$ cat src/rtl/sar_adc_pkg.sv
// Shared types for the SAR ADC scan controller.
//   state_t  : scan FSM encoding
//   ch_width : width of a channel index for a given channel count (min 1 bit)
package sar_adc_pkg;

  typedef enum logic [1:0] {
    IDLE    = 2'd0,
    SAMPLE  = 2'd1,
    CONVERT = 2'd2,
    OUTPUT  = 2'd3
  } state_t;

  function automatic int ch_width(input int n);
    return (n > 1) ? $clog2(n) : 1;
  endfunction

endpackage

$ cat src/rtl/sar_ch_picker.sv
// Combinational channel picker for the scan sequencer.
//   mask      in   NUM_CH  latched scan mask
//   cur       in   CH_W    channel currently being converted
//   wrap_mask in   NUM_CH  live enable mask, used for scan start / wrap
//   found     out  1       an enabled channel above cur exists in mask
//   next_ch   out  CH_W    lowest enabled channel above cur
//   first_ch  out  CH_W    lowest set bit of wrap_mask
module sar_ch_picker #(
  parameter int NUM_CH = 4,
  parameter int CH_W   = 2
) (
  input  logic [NUM_CH-1:0] mask,
  input  logic [CH_W-1:0]   cur,
  input  logic [NUM_CH-1:0] wrap_mask,
  output logic              found,
  output logic [CH_W-1:0]   next_ch,
  output logic [CH_W-1:0]   first_ch
);

  // Scanning from the top down leaves the lowest qualifying index last.
  always_comb begin
    found    = 1'b0;
    next_ch  = '0;
    first_ch = '0;
    for (int i = NUM_CH - 1; i >= 0; i--) begin
      if (mask[i] && (i > int'(cur))) begin
        found   = 1'b1;
        next_ch = i[CH_W-1:0];
      end
      if (wrap_mask[i]) begin
        first_ch = i[CH_W-1:0];
      end
    end
  end

endmodule

$ cat src/rtl/sar_adc_scan_ctrl.sv
// Multi-channel SAR ADC scan controller: samples each enabled mux channel,
// runs a binary search against the cap-DAC, averages 2^AVG_LOG2 conversions
// and streams the result out on a valid/ready interface tagged with channel.
//   clk_i, rst_i           clock, synchronous active-high reset
//   start_i, cont_i        start a scan / rescan continuously
//   ch_en_i                channel enable mask
//   comp_p_i, comp_n_i     differential comparator outputs
//   sample_o, ch_sel_o     sampling phase, analog mux select
//   dac_p_o, dac_n_o       positive / negative DAC codes
//   valid_o, ready_i       result handshake
//   data_o, ch_o           averaged result and its channel
//   busy_o, done_o         scan in progress / end-of-scan pulse
//
// state   | meaning
// IDLE    | waiting for start_i with a non-empty mask
// SAMPLE  | sample_o high for SAMPLE_CYCLES, DAC cleared
// CONVERT | one bit per SETTLE_CYCLES+1 cycles, MSB first
// OUTPUT  | result presented, held until ready_i
module sar_adc_scan_ctrl
  import sar_adc_pkg::*;
#(
  parameter int RESOLUTION    = 8,
  parameter int NUM_CH        = 4,
  parameter int AVG_LOG2      = 2,
  parameter int SAMPLE_CYCLES = 1,
  parameter int SETTLE_CYCLES = 0,
  localparam int CH_W = ch_width(NUM_CH)
) (
  input  logic                  clk_i,
  input  logic                  rst_i,
  input  logic                  start_i,
  input  logic                  cont_i,
  input  logic [NUM_CH-1:0]     ch_en_i,
  input  logic                  comp_p_i,
  input  logic                  comp_n_i,
  output logic                  sample_o,
  output logic [CH_W-1:0]       ch_sel_o,
  output logic [RESOLUTION-1:0] dac_p_o,
  output logic [RESOLUTION-1:0] dac_n_o,
  output logic                  valid_o,
  input  logic                  ready_i,
  output logic [RESOLUTION-1:0] data_o,
  output logic [CH_W-1:0]       ch_o,
  output logic                  busy_o,
  output logic                  done_o
);

  localparam int ACC_W = RESOLUTION + AVG_LOG2;
  localparam int CNT_W = AVG_LOG2 + 1;
  localparam int SMP_W = $clog2(SAMPLE_CYCLES + 1);
  localparam int SET_W = $clog2(SETTLE_CYCLES + 2);
  localparam logic [CNT_W-1:0] CONV_LAST = CNT_W'(2 ** AVG_LOG2 - 1);
  localparam logic [SMP_W-1:0] SMP_LOAD  = SMP_W'(SAMPLE_CYCLES - 1);
  localparam logic [SET_W-1:0] SET_LOAD  = SET_W'(SETTLE_CYCLES);
  localparam logic [RESOLUTION-1:0] MSB  = {1'b1, {(RESOLUTION-1){1'b0}}};

  state_t                  state_q, state_d;
  logic [CH_W-1:0]         ch_q, ch_d;
  logic [NUM_CH-1:0]       mask_q, mask_d;
  logic [SMP_W-1:0]        smp_cnt_q, smp_cnt_d;
  logic [SET_W-1:0]        set_cnt_q, set_cnt_d;
  logic [RESOLUTION-1:0]   bit_q, bit_d;
  logic [RESOLUTION-1:0]   result_q, result_d, res_fin;
  logic [RESOLUTION-1:0]   dac_p_q, dac_p_d, dac_n_q, dac_n_d;
  logic [ACC_W-1:0]        acc_q, acc_d;
  logic [CNT_W-1:0]        conv_cnt_q, conv_cnt_d;
  logic                    done_q, done_d;

  logic                    comp;
  logic                    found;
  logic [CH_W-1:0]         next_ch, first_ch;

  // Both-high and both-low are treated as "DAC above input".
  assign comp = comp_p_i & ~comp_n_i;

  sar_ch_picker #(.NUM_CH(NUM_CH), .CH_W(CH_W)) u_picker (
    .mask      (mask_q),
    .cur       (ch_q),
    .wrap_mask (ch_en_i),
    .found     (found),
    .next_ch   (next_ch),
    .first_ch  (first_ch)
  );

  always_ff @(posedge clk_i) begin
    if (rst_i) begin
      state_q    <= IDLE;
      ch_q       <= '0;
      mask_q     <= '0;
      smp_cnt_q  <= '0;
      set_cnt_q  <= '0;
      bit_q      <= '0;
      result_q   <= '0;
      dac_p_q    <= '0;
      dac_n_q    <= '0;
      acc_q      <= '0;
      conv_cnt_q <= '0;
      done_q     <= 1'b0;
    end else begin
      state_q    <= state_d;
      ch_q       <= ch_d;
      mask_q     <= mask_d;
      smp_cnt_q  <= smp_cnt_d;
      set_cnt_q  <= set_cnt_d;
      bit_q      <= bit_d;
      result_q   <= result_d;
      dac_p_q    <= dac_p_d;
      dac_n_q    <= dac_n_d;
      acc_q      <= acc_d;
      conv_cnt_q <= conv_cnt_d;
      done_q     <= done_d;
    end
  end

  always_comb begin
    state_d    = state_q;
    ch_d       = ch_q;
    mask_d     = mask_q;
    smp_cnt_d  = smp_cnt_q;
    set_cnt_d  = set_cnt_q;
    bit_d      = bit_q;
    result_d   = result_q;
    dac_p_d    = dac_p_q;
    dac_n_d    = dac_n_q;
    acc_d      = acc_q;
    conv_cnt_d = conv_cnt_q;
    done_d     = 1'b0;
    res_fin    = comp ? (result_q | bit_q) : result_q;

    case (state_q)
      IDLE: begin
        if (start_i && (ch_en_i != '0)) begin
          mask_d    = ch_en_i;
          ch_d      = first_ch;
          smp_cnt_d = SMP_LOAD;
          state_d   = SAMPLE;
        end
      end

      SAMPLE: begin
        if (smp_cnt_q == '0) begin
          bit_d     = MSB;
          set_cnt_d = SET_LOAD;
          state_d   = CONVERT;
        end else begin
          smp_cnt_d = smp_cnt_q - 1'b1;
        end
      end

      CONVERT: begin
        if (set_cnt_q != '0) begin
          set_cnt_d = set_cnt_q - 1'b1;
        end else begin
          set_cnt_d = SET_LOAD;
          bit_d     = bit_q >> 1;
          result_d  = res_fin;
          if (comp) dac_p_d = dac_p_q ^ bit_q;
          else      dac_n_d = dac_n_q ^ bit_q;
          if (bit_q[0]) begin
            // Last bit: accumulate and leave the DAC cleared for the next phase.
            acc_d    = acc_q + ACC_W'(res_fin);
            result_d = '0;
            dac_p_d  = '0;
            dac_n_d  = '0;
            if (conv_cnt_q == CONV_LAST) begin
              conv_cnt_d = '0;
              state_d    = OUTPUT;
            end else begin
              conv_cnt_d = conv_cnt_q + 1'b1;
              smp_cnt_d  = SMP_LOAD;
              state_d    = SAMPLE;
            end
          end
        end
      end

      OUTPUT: begin
        if (ready_i) begin
          acc_d = '0;
          if (found) begin
            ch_d      = next_ch;
            smp_cnt_d = SMP_LOAD;
            state_d   = SAMPLE;
          end else if (cont_i && (ch_en_i != '0)) begin
            mask_d    = ch_en_i;
            ch_d      = first_ch;
            smp_cnt_d = SMP_LOAD;
            state_d   = SAMPLE;
          end else begin
            done_d  = 1'b1;
            state_d = IDLE;
          end
        end
      end

      default: state_d = IDLE;
    endcase
  end

  assign sample_o = (state_q == SAMPLE);
  assign valid_o  = (state_q == OUTPUT);
  assign busy_o   = (state_q != IDLE);
  assign done_o   = done_q;
  assign ch_sel_o = busy_o ? ch_q : '0;
  assign ch_o     = valid_o ? ch_q : '0;
  assign data_o   = valid_o ? acc_q[ACC_W-1:AVG_LOG2] : '0;
  assign dac_p_o  = dac_p_q;
  assign dac_n_o  = dac_n_q;

endmodule

$ cat config.mk
export PLATFORM = sky130hd
export DESIGN_NAME = sar_adc_scan_ctrl
export DESIGN_NICKNAME = d
export VERILOG_FILES = /design/src/rtl/sar_adc_pkg.sv /design/src/rtl/sar_ch_picker.sv /design/src/rtl/sar_adc_scan_ctrl.sv
export SDC_FILE = /design/constraint.sdc
export NUM_CORES = 1
export LEC_CHECK = 0
export ABC_CLOCK_PERIOD_IN_PS = 2950
export CAP_MARGIN = 40
export CORE_MARGIN = 2
export CORE_UTILIZATION = 45
export CTS_BUF_LIST = sky130_fd_sc_hd__clkbuf_4
export CTS_CLUSTER_DIAMETER = 100
export DETAILED_ROUTE_END_ITERATION = 10
export PLACE_DENSITY = 0.73
export SLEW_MARGIN = 25
export SYNTH_ARGS = -nofsm -noshare
export SYNTH_HDL_FRONTEND = slang
export SYNTH_SLANG_ARGS = --single-unit
$ cat constraint.sdc
create_clock -name clk_i -period 2.95 [get_ports clk_i]
set_clock_uncertainty 0.1 [all_clocks]
set_input_delay 0.295 -clock clk_i [delete_from_list [all_inputs] [get_ports clk_i]]
set_output_delay 0.295 -clock clk_i [all_outputs]
set_load 0.005 [all_outputs]
==> impl_metrics.ini, run 1 <==
[status]
status = complete, no violations

[die]
die_w_um = 82.7
core_um2 = 5960
rows = 28
ioPinCount = 43
fp.dieArea_um2 = 6840
initial_core_util = 0.468
fp.dieH_um = 82.7

[pwr]
p_leak_nw = 1.49
swShare = 0.335
seqPwrFrac = 0.465
total_power_mw = 1.75
irDropWorstVdd_v = 0.000303
clkPwrFrac = 0.243
powerDensity_nw_per_um2 = 518
netSwitchingPower_uw = 585
combinationalPowerShare = 0.292
internal-power_mw = 1.16

[layout]
n_fill_cell = 550
nNetsFinal = 380
multi_input_area_um2 = 1610
syn2layout_area_growth_pct = 21.0
antenna_cells = 0
layout_commonest_cell = dfxtp_1
layout_common_cells = dfxtp_1, clkdlybuf4s50_1, nor2_1, nand2_1, a21oi_1
regArea_um2 = 1060
drive_gt1_frac = 0.0899

[drt]
routedWlPerCell_um = 13.8
viasPerCell = 5.34
ant_nets = 0
drc_errors = 0
num_vias = 2301
wirelength_um = 5960
first_pass_iters = 4
drtIter0Drc = 121

[placed_design]
portBuffers = 42
hpwl_um = 4380
place_ws_ps = -2.95
gp_congestion = 0.825

[global_routing]
grt_max_degree = 28
antenna_found_initial = 0
overflow = 0
grt_pass1_vias = 2066
grt_pass1_wl_um = 9700
track_usage = 0.187

[critical_path]
crit_start = comp_p_i
slowest_stage = fa_1
crit_path_frequent_cell = a21o_1
path_class = in -> reg
crit_path_max_fanout = 10
rr_worst_depth = 8
timing.rr.end = acc_q[6]
end_kind = register
max_stage_delay_ps = 410
critPathArrivalTime_ps = 2760
crit_required_ps = 3190
cp-start-kind = input pin
path_cells = clkdlybuf4s50_1 -> nor2b_1 -> buf_4 -> a21o_1 -> ha_1 -> fa_1 -> a21o_1 -> a31oi_1 -> o21bai_1 -> nor4b_1 -> a221o_1
r2r-start = bit_q[0]
reg2reg_slack_ps = 700
crit_end = acc_q[6]

[timing]
fin_crit_sh = 0.855
tightest_slew_ps = 682
setup_ws_ps = 427
max_freq_ghz = 0.396
rsz0062_at_grt = no
fin_crit_ps = 2520
setup_viol = 0
slew_violations = 0
hold_viol = 0
relSlewSlack = 0.545

[clocking]
insertion_delay_ps = 400
postCtsSetupBuffers = 0
numCtsBuffers = 5
ctsResizeCount = 0
clk_pin_slew_ps = 170
cts_tree = built
hold_buffers = 0
cts_buffer_depth = 2
cts-root-buf = clkbuf_4
cts_sinks = 53
htreeDepth = 2

[synth]
async_flop_share = 0
netlist-cell-type-count = 57
syn_area_um2 = 2790
yosysSeqAreaShare = 0.381
synth-edff-count = 0
synth-seq-cells = 53
synth_flop_cell = dfxtp_1
syn_nets = 338
synth_area_per_cell_um2 = 8.90
synth-warning-count = 0
postSynthCellCount = 313

[min_path]
hold_path.class = reg -> reg
min_path_cells = 1

[job]
max_cap_viol_count = 0
## critical path: cells and delay by family
family                     cells  cell delay (ps)
AOI/OAI and AO/OA              5              920
adders and majority gates      2              630
buffers and inverters          2              550
and+or+nand+nor                2              370
## how the worst min path moves through the flow
stage	from	slack, ps	endpoint
final	dac_n_o[0]	390	dac_n_o[0]
after floorplan	ready_i	320	done_o
after CTS	dac_n_o[0]	390	dac_n_o[0]
after global placement	dac_n_o[0]	340	dac_n_o[0]
after global routing	dac_n_o[0]	400	dac_n_o[0]
after detailed placement	dac_n_o[0]	350	dac_n_o[0]
## cell usage after synthesis, types with 5 or more instances
cell | count | share of area
dfxtp_1 | 53 | 0.38
nor2_1 | 37 | 0.050
nand2_1 | 29 | 0.039
a21oi_1 | 19 | 0.034
xor2_1 | 15 | 0.047
and2_1 | 14 | 0.031
inv_1 | 14 | 0.019
a21o_1 | 13 | 0.035
ha_1 | 13 | 0.058
nor2b_1 | 11 | 0.025
nand3_1 | 7 | 0.013
o211a_1 | 7 | 0.025
a22oi_1 | 6 | 0.016
clkbuf_1 | 6 | 0.0081
nor3_1 | 5 | 0.0090
o21ai_0 | 5 | 0.0090
## per-stage QoR
stage               instances  setup TNS (ps)  hold WS [ps]  area [um^2]  utilization
floorplan                 313               0           322         2790            -
global placement          423               0           342         3290        0.552
detailed placement        423           -2.95           347         3290        0.552
CTS                       431               0           385         3370        0.566
global route              431               0           402         3370        0.566
finish                    431               0           388         3370        0.566
## registers in the layout (all words and copies together) (netlist names)
name and count:
acc_q 10, bit_q 8, ch_q 2, conv_cnt_q 3
dac_n_o 8, dac_p_o 8, done_o 1, mask_q 3
result_q 8, state_q 2
## cell type report
type                    instances  area share
flip-flops and latches         53       0.315
clock inverters                 3      0.0137
multi-input cells             232       0.477
repair buffers                 49       0.140
well taps                      75      0.0278
inverters                      14      0.0156
clock buffers                   5      0.0111
## kinds of logic after synthesis
| group | synth area share |
|---|---|
| compound gates | 0.232 |
| xor+xnor | 0.0566 |
| flops | 0.381 |
| buf+inv | 0.0422 |
| simple gates | 0.204 |
| fa+ha+maj | 0.0656 |
| mux | 0.0184 |
## power groups by stage
stage,combinational (mW),sequential (mW),clock [mW]
2_1_floorplan,0.371,0.812,0
3_3_place_gp,0.498,0.825,0
3_5_place_dp,0.510,0.827,0
4_1_cts,0.513,0.812,0.437
5_1_grt,0.566,0.822,0.465
6_report,0.509,0.813,0.425
## metal layers
metal / track usage / vias up / part of all wire
met5: 0 / - / 0
met4: 0.0672 / 0 / 0.014
met1: 0.244 / 1066 / 0.48
met3: 0.0380 / 7 / 0.035
met2: 0.306 / 48 / 0.47
li1: - / 1180 / -
Power figures use the tool's default switching activity.
==> run 2, diff against run 1 <==
SETUP_SLACK_MARGIN = 0.15   (was default)
==> results of run 2 <==
Final layout, timing and power as in run 1 (identical DEF).
==> RTL edit, RTL diff (flow settings as in run 2) <==
`NUM_CH` is set to 4 in 2 places; all go to 3.
--- a/src/rtl/sar_ch_picker.sv
+++ b/src/rtl/sar_ch_picker.sv
@@ -6,7 +6,7 @@
 //   next_ch   out  CH_W    lowest enabled channel above cur
 //   first_ch  out  CH_W    lowest set bit of wrap_mask
 module sar_ch_picker #(
-  parameter int NUM_CH = 4,
+  parameter int NUM_CH = 3,
   parameter int CH_W   = 2
 ) (
   input  logic [NUM_CH-1:0] mask,
--- a/src/rtl/sar_adc_scan_ctrl.sv
+++ b/src/rtl/sar_adc_scan_ctrl.sv
@@ -20,7 +20,7 @@
   import sar_adc_pkg::*;
 #(
   parameter int RESOLUTION    = 8,
-  parameter int NUM_CH        = 4,
+  parameter int NUM_CH        = 3,
   parameter int AVG_LOG2      = 2,
   parameter int SAMPLE_CYCLES = 1,
   parameter int SETTLE_CYCLES = 0,
Ports: changed (resized ch_en_i); port bits go from 43 to 42. No check against the original RTL was run, so the function may have changed too.
==> RTL edit against run 2 <==
Die area shrank 5.3%; synthesized cell count decreased by 7.0%; setup slack lost 56 ps; count of clock-buffer cells in the layout did not move; total power is 5.7% lower; via count decreased by 5.7%; sequential power fell by 4.6%; global-route usage decreased by 0.32 points; area after synthesis fell by 5.6%; maximum frequency shrank 2.2%; wire length down 7.9%; design area down 4.6%; first-iteration DRC count decreased by 7.4%; sequential cell count shrank 1; largest cell class unchanged.
==> RTL edit: results (changes against run 2) <==
Parameter                              Value

Clock tree
  Clock root cell ... clkbuf_4 (unchanged)
  Clock latency of the later-clocked register in the worst-skew pair ... 380 ps (was 400 ps)
  Clock transition time at the flip-flop clock pins of the worst setup and hold paths ... 150 ps (was 170 ps)

Timing
  Highest attainable clock frequency ... 387.7 MHz (was 396.3 MHz)
  Slew @ Worst Pin ... 686.9 ps (was 682.3 ps)
  Hold_ws ... 344.9 ps (was 387.6 ps)

Drt
  Met2 Wirelength ... 2.567 mm (was 2.780 mm)
  Number of violations reported at the end of detailed-routing iteration 0 ... 112 (was 121)
  Routed wire length on met3 ... 153 um (was 209 um)
  Total vias in the final route ... 2169 (was 2301)
  Routed wire length ... 5.485 mm (was 5.958 mm)

Yosys
  Synthesized area per cell ... 9.038 um2 (was 8.902 um2)
  Count of cell types in the netlist ... 49 (was 57)
  Top cells by area in the synthesized netlist ... dfxtp_1 40%, ha_1 6.2%, xor2_1 5.3% (was dfxtp_1 38%, ha_1 5.8%, nor2_1 5.0%)
  Most frequent cells after synthesis ... 52 x dfxtp_1, 28 x nor2_1, 25 x a21oi_1 (was 53 x dfxtp_1, 37 x nor2_1, 29 x nand2_1)
  Share of flip-flops with an asynchronous set or reset ... 0% (unchanged)

Global routing
  Largest net degree at the start of global routing ... 19 (was 28)
  M3 GR Usage ... 2.584% (was 3.804%)
  Met2 capacity usage during global routing ... 31.17% (was 30.65%)
  Met1 global-route usage ... 23.87% (was 24.41%)
  Vias in the first global route ... 2073 (was 2066)
  Total routing usage reported by global routing ... 18.41% (was 18.72%)

Place
  Count of placed standard cells including taps ... 403 (was 423)
  Half-perimeter wire length after placement ... 4.148 mm (was 4.378 mm)
  Quantity of I/O buffers inserted on ports ... 41 (was 42)

Final layout
  Final non-filler cell total ... 411 (was 431)
  Area occupied by registers ... 1041 um2 (was 1061 um2)
  Top register by number of flip-flops ... acc_q (unchanged)
  Ant. Diodes ... 0 (unchanged)
  Ratio of cells with drive above 1 in the final layout ... 10.03% (was 8.989%)
  Number of fill cells in the layout ... 528 (was 550)

Critical path
  CP max FO ... 14 (was 10)
  Worst path arrival time ... 2180 ps (was 2760 ps)
  Register-to-register setup slack ... 730 ps (was 700 ps)

Status
  Result of the run ... completed (unchanged)

Pwr
  Leakage power of the design ... 1.417 nW (was 1.486 nW)
  Peak VDD IR ... 0.0003073 V (was 0.0003029 V)
## RTL edit: cell types whose count changed after synthesis, moves of 5 or more
cell / change
a21oi_1: +6
nor2_1: -9
nand2_1: -8
nor2b_1: -7
nand2b_1: +8
a22oi_1: -5
inv_1: -5
## RTL edit: report_power, final
group          internal [mW]  switching (mW)
sequential             0.740          0.0363
clock                 0.0996           0.239
combinational          0.227           0.307
## RTL edit: final cells by class
class                           count  area share [%]
Timing Repair Buffer               51           15.09
Tap cell                           72           2.799
Multi-Input combinational cell    217           46.50
Sequential cell                    52           32.35
Inverter                           11           1.283
Clock inverter                      3          0.8165
Clock buffer                        5           1.166
## RTL edit: worst paths after layout
check                                  start                          to  depth (start not counted)
setup / recovery     state_q[1]$_SDFFE_PP0P_                     ch_o[1]                          4
hold / removal    conv_cnt_q[2]$_SDFFE_PP0P_  conv_cnt_q[2]$_SDFFE_PP0P_                          2
setup reg to reg       bit_q[0]$_SDFFE_PP0P_       acc_q[6]$_SDFFE_PP0P_                          8
hold reg to reg   conv_cnt_q[2]$_SDFFE_PP0P_  conv_cnt_q[2]$_SDFFE_PP0P_                          2
## RTL edit: kinds of logic (layout without fill, tap and decap cells)
group                      after synthesis  after routing  synth area share (%)
and+or+nand+nor                         99             99                 18.84
AOI/OAI and AO/OA                       82             82                 23.74
DFF                                     52             52                 39.58
buffers and inverters                   22             70                 3.521
xor gates and xnor gates                21             21                 6.993
adders and majority gates               14             14                 6.946
muxes                                    1              1                0.3806
## RTL edit: worst max-delay path: stages, from the launching register on
cell and delay, ps:
dfxtp_1 430, ha_1 500, buf_4 250, and2_1 130
clkdlybuf4s50_1 500
